<file path="config.mk">
export PLATFORM = sky130hd
export DESIGN_NAME = i2c_ram_ctl
export DESIGN_NICKNAME = d
export VERILOG_FILES = /design/src/rtl/i2c_ram_ctl.sv
export SDC_FILE = /design/constraint.sdc
export NUM_CORES = 1
export LEC_CHECK = 0
export CAP_MARGIN = 20
export CORE_ASPECT_RATIO = 1.75
export CORE_MARGIN = 5
export CORE_UTILIZATION = 50
export DETAILED_ROUTE_END_ITERATION = 10
export PLACE_DENSITY = 0.81
export SKIP_LAST_GASP = 1
export SYNTH_ARGS = -nofsm -noshare
export SYNTH_HDL_FRONTEND = slang
export SYNTH_SLANG_ARGS = --single-unit
</file>
<file path="constraint.sdc">
create_clock -name clk -period 3.5 [get_ports clk]
set_input_delay 0.525 -clock clk [delete_from_list [all_inputs] [get_ports clk]]
set_output_delay 0.525 -clock clk [all_outputs]
set_load 0.1 [all_outputs]
</file>
<file path="src/rtl/i2c_ram_ctl.sv">
// i2c_ram_ctl: memory-side engine behind i2c_slave.
//  - 2^LD_NBYTES x 8 register RAM.
//  - I2C register pointer of 1 or 2 bytes (ADDR_BYTES), sent MSB first.
//  - Pointer auto-increments modulo the RAM depth.
//  - A local host port gives the fabric read/write access to the same RAM.
// Optional feature macro: I2C_RAM_WP_EN
//  - When defined, I2C writes to addresses >= WP_BASE are discarded.
//  - The pointer still advances on a discarded write.
module i2c_ram_ctl #(
  parameter int LD_NBYTES  = 3,
  parameter int ADDR_BYTES = 1,
  parameter int WP_BASE    = 0
) (
  input  logic                 clk,
  input  logic                 rst,
  input  logic                 as_in,
  input  logic                 ws_in,
  input  logic                 rs_in,
  input  logic [7:0]           wdat_in,
  output logic [7:0]           rdat_out,
  input  logic [LD_NBYTES-1:0] h_addr,
  input  logic                 h_we,
  input  logic [7:0]           h_wdata,
  input  logic                 h_re,
  output logic [7:0]           h_rdata,
  output logic                 h_rvalid,
  output logic                 h_wcoll,
  output logic                 i2c_wr,
  output logic [LD_NBYTES-1:0] i2c_wr_addr
);

  localparam int AW    = LD_NBYTES;
  localparam int DEPTH = 1 << AW;

  typedef enum logic [1:0] {
    ST_DATA   = 2'd0,
    ST_PTR_LO = 2'd1,
    ST_PTR_HI = 2'd2
  } state_t;

  state_t        state, state_nxt;
  logic [AW-1:0] ptr, ptr_nxt;
  logic [15:0]   ptr16;
  logic          i2c_we;
  logic          wp_ok;
  logic          host_coll;
  logic [7:0]    mem [0:DEPTH-1];

  // Pointer viewed as a 16-bit {hi,lo} pair.
  // Pointer bytes can then be merged and truncated back to AW bits uniformly.
  assign ptr16 = 16'(ptr);

`ifdef I2C_RAM_WP_EN
  assign wp_ok = (32'(ptr) < 32'(WP_BASE));
`else
  assign wp_ok = 1'b1;
`endif

  // A host write loses to an I2C data write that targets the same address.
  assign host_coll = h_we && i2c_we && (h_addr == ptr);

  // Next-state, next-pointer and I2C write enable.
  // as_in has priority over the byte strobes.
  always_comb begin
    state_nxt = state;
    ptr_nxt   = ptr;
    i2c_we    = 1'b0;
    if (as_in) begin
      state_nxt = (ADDR_BYTES == 2) ? ST_PTR_HI : ST_PTR_LO;
    end else if (ws_in) begin
      case (state)
        ST_PTR_HI: begin
          ptr_nxt   = AW'({wdat_in, ptr16[7:0]});
          state_nxt = ST_PTR_LO;
        end
        ST_PTR_LO: begin
          ptr_nxt   = AW'({ptr16[15:8], wdat_in});
          state_nxt = ST_DATA;
        end
        ST_DATA: begin
          i2c_we  = wp_ok;
          ptr_nxt = ptr + AW'(1);
        end
        default: state_nxt = ST_DATA;
      endcase
    end else if (rs_in) begin
      // A current-address read keeps whatever pointer bytes were already loaded.
      ptr_nxt   = ptr + AW'(1);
      state_nxt = ST_DATA;
    end
  end

  // State and pointer registers.
  always_ff @(posedge clk or posedge rst) begin
    if (rst) begin
      state <= ST_DATA;
      ptr   <= '0;
    end else begin
      state <= state_nxt;
      ptr   <= ptr_nxt;
    end
  end

  // RAM write ports.
  // The I2C port always commits; the host port is dropped on a same-address collision.
  always_ff @(posedge clk) begin
    if (i2c_we)
      mem[ptr] <= wdat_in;
    if (h_we && !host_coll)
      mem[h_addr] <= h_wdata;
  end

  // Registered read data and status pulses.
  always_ff @(posedge clk or posedge rst) begin
    if (rst) begin
      rdat_out    <= '0;
      h_rdata     <= '0;
      h_rvalid    <= 1'b0;
      h_wcoll     <= 1'b0;
      i2c_wr      <= 1'b0;
      i2c_wr_addr <= '0;
    end else begin
      rdat_out <= mem[ptr];
      h_rvalid <= h_re;
      if (h_re)
        h_rdata <= mem[h_addr];
      h_wcoll <= host_coll;
      i2c_wr  <= i2c_we;
      if (i2c_we)
        i2c_wr_addr <= ptr;
    end
  end

endmodule
</file>
==> summary.txt, run 1 <==
STA
  • Setup-failing EPs final: 0
  • Worst clock skew: 0.00764 ns
  • Final Hold Vio Count: 0
  • Worst-Margin Slew: 0.992 ns
  • Final min period: 2.73 ns
  • Max Clk Rate: 0.367 GHz
  • Fin crit share: 77.9%
  • Slew margin rel.: 33.7%
  • Setup_tns: 0 ns
  • Slew Viols, Final: 0
  • RSZ-0062 raised after global routing: false

Cells and area
  • Most common cell after layout, fill and taps aside: mux2_2
  • Share of layout cells above drive strength 1: 36.9%
  • Post-route cell area: 5930 sq um
  • Ant diodes: 0
  • Most frequent cells in the layout: 76 x mux2_2, 64 x edfxtp_1, 47 x clkdlybuf4s50_1, 26 x dfrtp_1, 23 x mux2i_1
  • Final cell utilization of the core: 60.6%
  • Final nets: 415
  • Layout area overhead: 19.9%

Placed design
  • Port Buffers: 47
  • Final Wtd Congestion: 0.838
  • Placed cell area: 5610 sq um
  • DP HPWL: 8750 um

Yosys
  • Main combinational cell family by area after synthesis: multiplexers
  • Synth Area in Simple Gates: 6.17%
  • Post-synthesis sequential area ratio: 52.0%
  • Post-synth ARST share: 28.9%
  • Number of synthesized flops with an enable pin: 64
  • Top_reg_cell synth: edfxtp_1
  • Synth Area in Adders: 0.253%
  • #FFs+latches synth: 90
  • Syn_area_per_cell: 15.0 sq um
  • Distinct cells, synth: 53
  • Synthesized netlist cell count: 331
  • Mapped Area: 4950 sq um
  • Post-synthesis compound-gate area fraction: 7.66%
  • Synth Warn #: 0
  • Mux share of post-synthesis cell area: 30.1%
  • Mapped Nets: 358
  • Xor/xnor share of the synthesized area: 0.910%

Die
  • DIE WIDTH: 85.2 um
  • Starting density of the core: 50.6%
  • Die height: 142 um
  • Ports: 48
  • Total die area: 12100 sq um
  • Core footprint: 9790 sq um
  • Num rows: 48

Route
  • First-pass DRT Iterations: 5
  • Routed Wire Length: 12900 um
  • Routed Antenna Nets: 0
  • Vias after detailed routing: 3281
  • Wire per inst: 24.8 um
  • Via-to-Cell Ratio: 6.33
  • DRC viols: 0
  • Iter 0 DRT Violations: 466

CTS
  • CTS Hold Bufs: 0
  • H-Tree Depth: 3
  • CTS tree: built
  • CTS buffer count: 9
  • CTS clk-pin slew, worst paths: 0.06 ns
  • Clk root buf: clkbuf_16
  • Resize count post-CTS: 0
  • Clk buf depth: 2
  • Clk_lat worst skew: 0.35 ns
  • Clk sinks: 90
  • Post-CTS Setup Repair Bufs: 0

Power
  • Static Leak: 2.15 nW
  • VDD IR-drop max: 0.000310 V
  • Comb power frac: 36.5%
  • Pwr dens: 629 nW/um^2
  • Clock power frac: 26.3%
  • Seq pwr share: 37.2%
  • Design Power: 0.00373 W
  • Switching Power: 0.00140 W
  • Internal power: 0.00233 W
  • Sw frac: 37.7%

Job
  • Max-cap violations: 0

Setup path
  • CP Max Fanout: 12
  • Critical path type: in2reg
  • Worst reg2reg path depth: 5
  • Startpoint Class: input pin
  • Crit path required time: 3.55 ns
  • Worst setup EP type: flip-flop
  • Critical path arrival: 2.78 ns

Hold path
  • HP Class: in2async

Global routing
  • All-Layer GR Usage: 22.2%
  • Largest net degree at the start of global routing: 30
  • First-pass GRT wire length: 19500 um
  • Grt total ovfl: 0
  • Initial antenna violation count: 0
  • Vias in the first global route: 3487

Status
  • Status: finished clean
==> per-stage QoR <==
stage	setup slack [ns]	instances	hold WS, ns
final	0.772	518	0.434
after global placement	0.528	500	0.465
after CTS	0.810	517	0.493
after detailed placement	0.464	501	0.478
after floorplan	1.22	331	0.545
after global routing	0.681	518	0.470
==> flip-flops by register name, indices dropped and copies added, names as in the netlist <==
name / count
rdat_out: 8
h_wcoll: 1
ptr: 3
i2c_wr_addr: 3
h_rvalid: 1
state: 1
h_rdata: 8
mem: 64
i2c_wr: 1
==> worst max-delay path, stage by stage <==
cell,delay (ns)
clkdlybuf4s50_1,0.75
nor2_1,0.49
nand3_2,0.43
o41ai_2,0.28
buf_4,0.29
==> metal layers <==
layer / GRT usage (%) / share of wire [%] / vias to the layer above / routed length [um]
met5: 0 / 0 / - / 0
met2: 39.6 / 53 / 161 / 6850
met3: 3.37 / 5.3 / 56 / 687
li1: - / - / 1427 / -
met4: 14.5 / 5.9 / 0 / 761
met1: 23.8 / 36 / 1637 / 4570
==> final cells by class <==
type                    instances  area, sq um
clock buffers                  14          264
clock inverters                 2         35.0
fillers                       729         3850
inverters                       6         25.0
multi-input cells             214         2240
flip-flops and latches         90         2570
well taps                     125          156
repair buffers                 67          641
==> power groups by stage <==
stage	clock network, W	registers, W	logic [W]
2_1_floorplan	0	0.00188	0.000528
3_3_place_gp	0	0.00140	0.00133
3_5_place_dp	0	0.00141	0.00135
4_1_cts	0.000989	0.00139	0.00136
5_1_grt	0.00102	0.00140	0.00141
6_report	0.000980	0.00139	0.00136
==> cell usage after synthesis (5+ instances only) <==
cell	count	area, sq um
o21ai_0	13	65.1
inv_1	5	18.8
buf_2	11	55.1
edfxtp_1	64	1920
mux2_2	76	856
nand3b_1	5	37.5
nand2_1	11	41.3
dfrtp_1	26	651
a22oi_1	5	37.5
nor2_1	6	22.5
mux4_2	18	405
mux2i_1	23	230
==> cell families (layout without fill, tap and decap cells) <==
kind of cell | Yosys count | in the layout
compound gates | 48 | 48
fa+ha+maj | 1 | 1
buf+inv | 27 | 89
xor+xnor | 3 | 3
flops | 90 | 90
mux | 117 | 117
simple gates | 45 | 45
==> path summary, 6_finish.rpt <==
| check | startpoint | endpoint | slack, ns |
|---|---|---|---|
| max | h_addr[2] | mem[0][6]$_DFFE_PP_ | 0.77 |
| min | rst | rdat_out[7]$_DFF_PP0_ | 0.43 |
| max reg2reg | ptr[2]$_DFFE_PP0P_ | mem[0][6]$_DFFE_PP_ | 0.96 |
| min reg2reg | i2c_wr_addr[1]$_DFFE_PP0P_ | i2c_wr_addr[1]$_DFFE_PP0P_ | 0.49 |
| max in group asynchronous | rst | rdat_out[5]$_DFF_PP0_ | 2.65 |
| min in group clk | i2c_wr_addr[1]$_DFFE_PP0P_ | i2c_wr_addr[1]$_DFFE_PP0P_ | 0.49 |
No activity file was read; power rests on OpenSTA's default activity.
==> run 2: changes to the inputs <==
--- a/config.mk
+++ b/config.mk
@@ -10,7 +10,7 @@
 export CORE_MARGIN = 5
 export CORE_UTILIZATION = 50
 export DETAILED_ROUTE_END_ITERATION = 10
-export PLACE_DENSITY = 0.81
+export PLACE_DENSITY = 0.84
 export SKIP_LAST_GASP = 1
 export SYNTH_ARGS = -nofsm -noshare
 export SYNTH_HDL_FRONTEND = slang
==> constraint.sdc (replaced) <==
create_clock -name clk -period 2.3 [get_ports clk]
set_input_delay 0.345 -clock clk [delete_from_list [all_inputs] [get_ports clk]]
set_output_delay 0.345 -clock clk [all_outputs]
set_load 0.1 [all_outputs]
==> summary.txt, run 2 (synthesis results as in run 1) <==
Status
  • Status: finished clean

Route
  • Routed Wire Length: 13200 um
  • DRC viols: 0
  • First-pass DRT Iterations: 4
  • Via-to-Cell Ratio: 6.20
  • Vias after detailed routing: 3404
  • Routed Antenna Nets: 0
  • Wire per inst: 24.1 um
  • Iter 0 DRT Violations: 300

Cells and area
  • Max FFs per register: 64
  • Most common cell after layout, fill and taps aside: mux2_2
  • Fillcell total: 723
  • Reg with most FFs: mem
  • Multi-input logic area: 2240 sq um
  • Final nets: 447
  • Post-route cell area: 6150 sq um
  • Ant diodes: 0
  • Seq. cell area: 2570 sq um
  • Layout area overhead: 24.3%
  • Share of layout cells above drive strength 1: 46.7%
  • Most frequent cells in the layout: 76 x mux2_2, 67 x buf_4, 64 x edfxtp_1, 26 x dfrtp_1, 25 x clkdlybuf4s50_1
  • Biggest registers after layout: mem x64, h_rdata x8, rdat_out x8

Die
  • DIE WIDTH: 85.2 um
  • Total die area: 12100 sq um
  • Core footprint: 9790 sq um
  • Die height: 142 um
  • Ports: 48
  • Starting density of the core: 50.6%
  • Num rows: 48

Placed design
  • Placed cell area: 5880 sq um
  • Final Wtd Congestion: 0.938
  • Port Buffers: 47
  • DP HPWL: 9500 um

Setup path
  • Worst setup EP type: flip-flop
  • CP Max Fanout: 23
  • Reg2reg start: ptr[0]$_DFFE_PP0P_
  • Crit path required time: 2.36 ns
  • Startpoint Class: flip-flop
  • Worst reg2reg path depth: 4
  • Critical path arrival: 2.32 ns
  • Worst R2R Setup Slack: 0.04 ns
  • Critical path type: reg2reg
  • Reg2reg end: mem[3][0]$_DFFE_PP_

STA
  • RSZ-0062 raised after global routing: false
  • Worst-Margin Slew: 0.650 ns
  • Setup_tns: 0 ns
  • Slew margin rel.: 56.2%
  • Max Clk Rate: 0.443 GHz
  • Worst clock skew: 0.00506 ns
  • Final Hold Vio Count: 0
  • Fin crit share: 98.2%
  • Final min period: 2.26 ns
  • Hold Slack: 0.380 ns
  • Setup-failing EPs final: 0
  • Slew Viols, Final: 0

Global routing
  • All-Layer GR Usage: 23.3%
  • Vias in the first global route: 3770
  • Grt total ovfl: 0
  • Initial antenna violation count: 0
  • First-pass GRT wire length: 20700 um
  • Largest net degree at the start of global routing: 27

CTS
  • CTS buffer count: 9
  • CTS Hold Bufs: 0
  • Clk_lat worst skew: 0.34 ns
  • Resize count post-CTS: 0
  • Clk buf depth: 2
  • Clk root buf: clkbuf_16
  • CTS tree: built
  • H-Tree Depth: 3
  • CTS clk-pin slew, worst paths: 0.06 ns
  • Clk sinks: 90
  • Post-CTS Setup Repair Bufs: 0

Power
  • Design Power: 0.00555 W
  • Pwr dens: 902 nW/um^2
  • VDD IR-drop max: 0.000581 V
  • Static Leak: 2.32 nW

Hold path
  • HP Class: in2async

Job
  • Max-cap violations: 0
## run 2: stage by stage
stage	cells	util, %	setup WS, ns
2_1_floorplan	331	-	0.0193
3_3_place_gp	533	60.1	-0.0549
3_5_place_dp	533	60.1	-0.117
4_1_cts	548	62.8	0.0617
5_1_grt	549	62.8	0.00470
6_report	549	62.8	0.0416
## run 2: worst max path at each step
stage | from | endpoint | depth (start not counted)
after global placement | h_addr[0] | mem[4][2]$_DFFE_PP_ | 5
after floorplan | ptr[2]$_DFFE_PP0P_ | mem[0][0]$_DFFE_PP_ | 4
after global routing | ptr[0]$_DFFE_PP0P_ | mem[3][0]$_DFFE_PP_ | 4
after detailed placement | h_addr[0] | mem[4][7]$_DFFE_PP_ | 5
final | ptr[0]$_DFFE_PP0P_ | mem[3][0]$_DFFE_PP_ | 4
after CTS | ptr[0]$_DFFE_PP0P_ | mem[3][0]$_DFFE_PP_ | 4
## run 2: metal layers
layer | routed length (um) | vias up | global-route usage (%) | share of wire [%]
met2 | 7300 | 116 | 41.6 | 55
met1 | 4520 | 1753 | 24.3 | 34
met3 | 679 | 46 | 5.40 | 5.1
li1 | - | 1489 | - | -
met5 | 0 | - | 0 | 0
met4 | 748 | 0 | 14.3 | 5.6
## run 2: final cells by class
type | count | share of cell area, %
multi-input cells | 214 | 36.4
flip-flops and latches | 90 | 41.8
well taps | 125 | 2.54
clock inverters | 3 | 0.264
clock buffers | 12 | 4.01
repair buffers | 99 | 14.5
inverters | 6 | 0.407
## run 2: report_power, final
group,switching (W),internal (W)
sequential,0.000104,0.00195
clock,0.000571,0.000750
combinational,0.00146,0.000718
total,0.00213,0.00341
## run 2: critical path, cell delays in order (launching register included)
cell and delay [ns]:
dfrtp_1 0.50, buf_4 0.46, inv_1 0.20, o31ai_1 0.56, buf_4 0.25
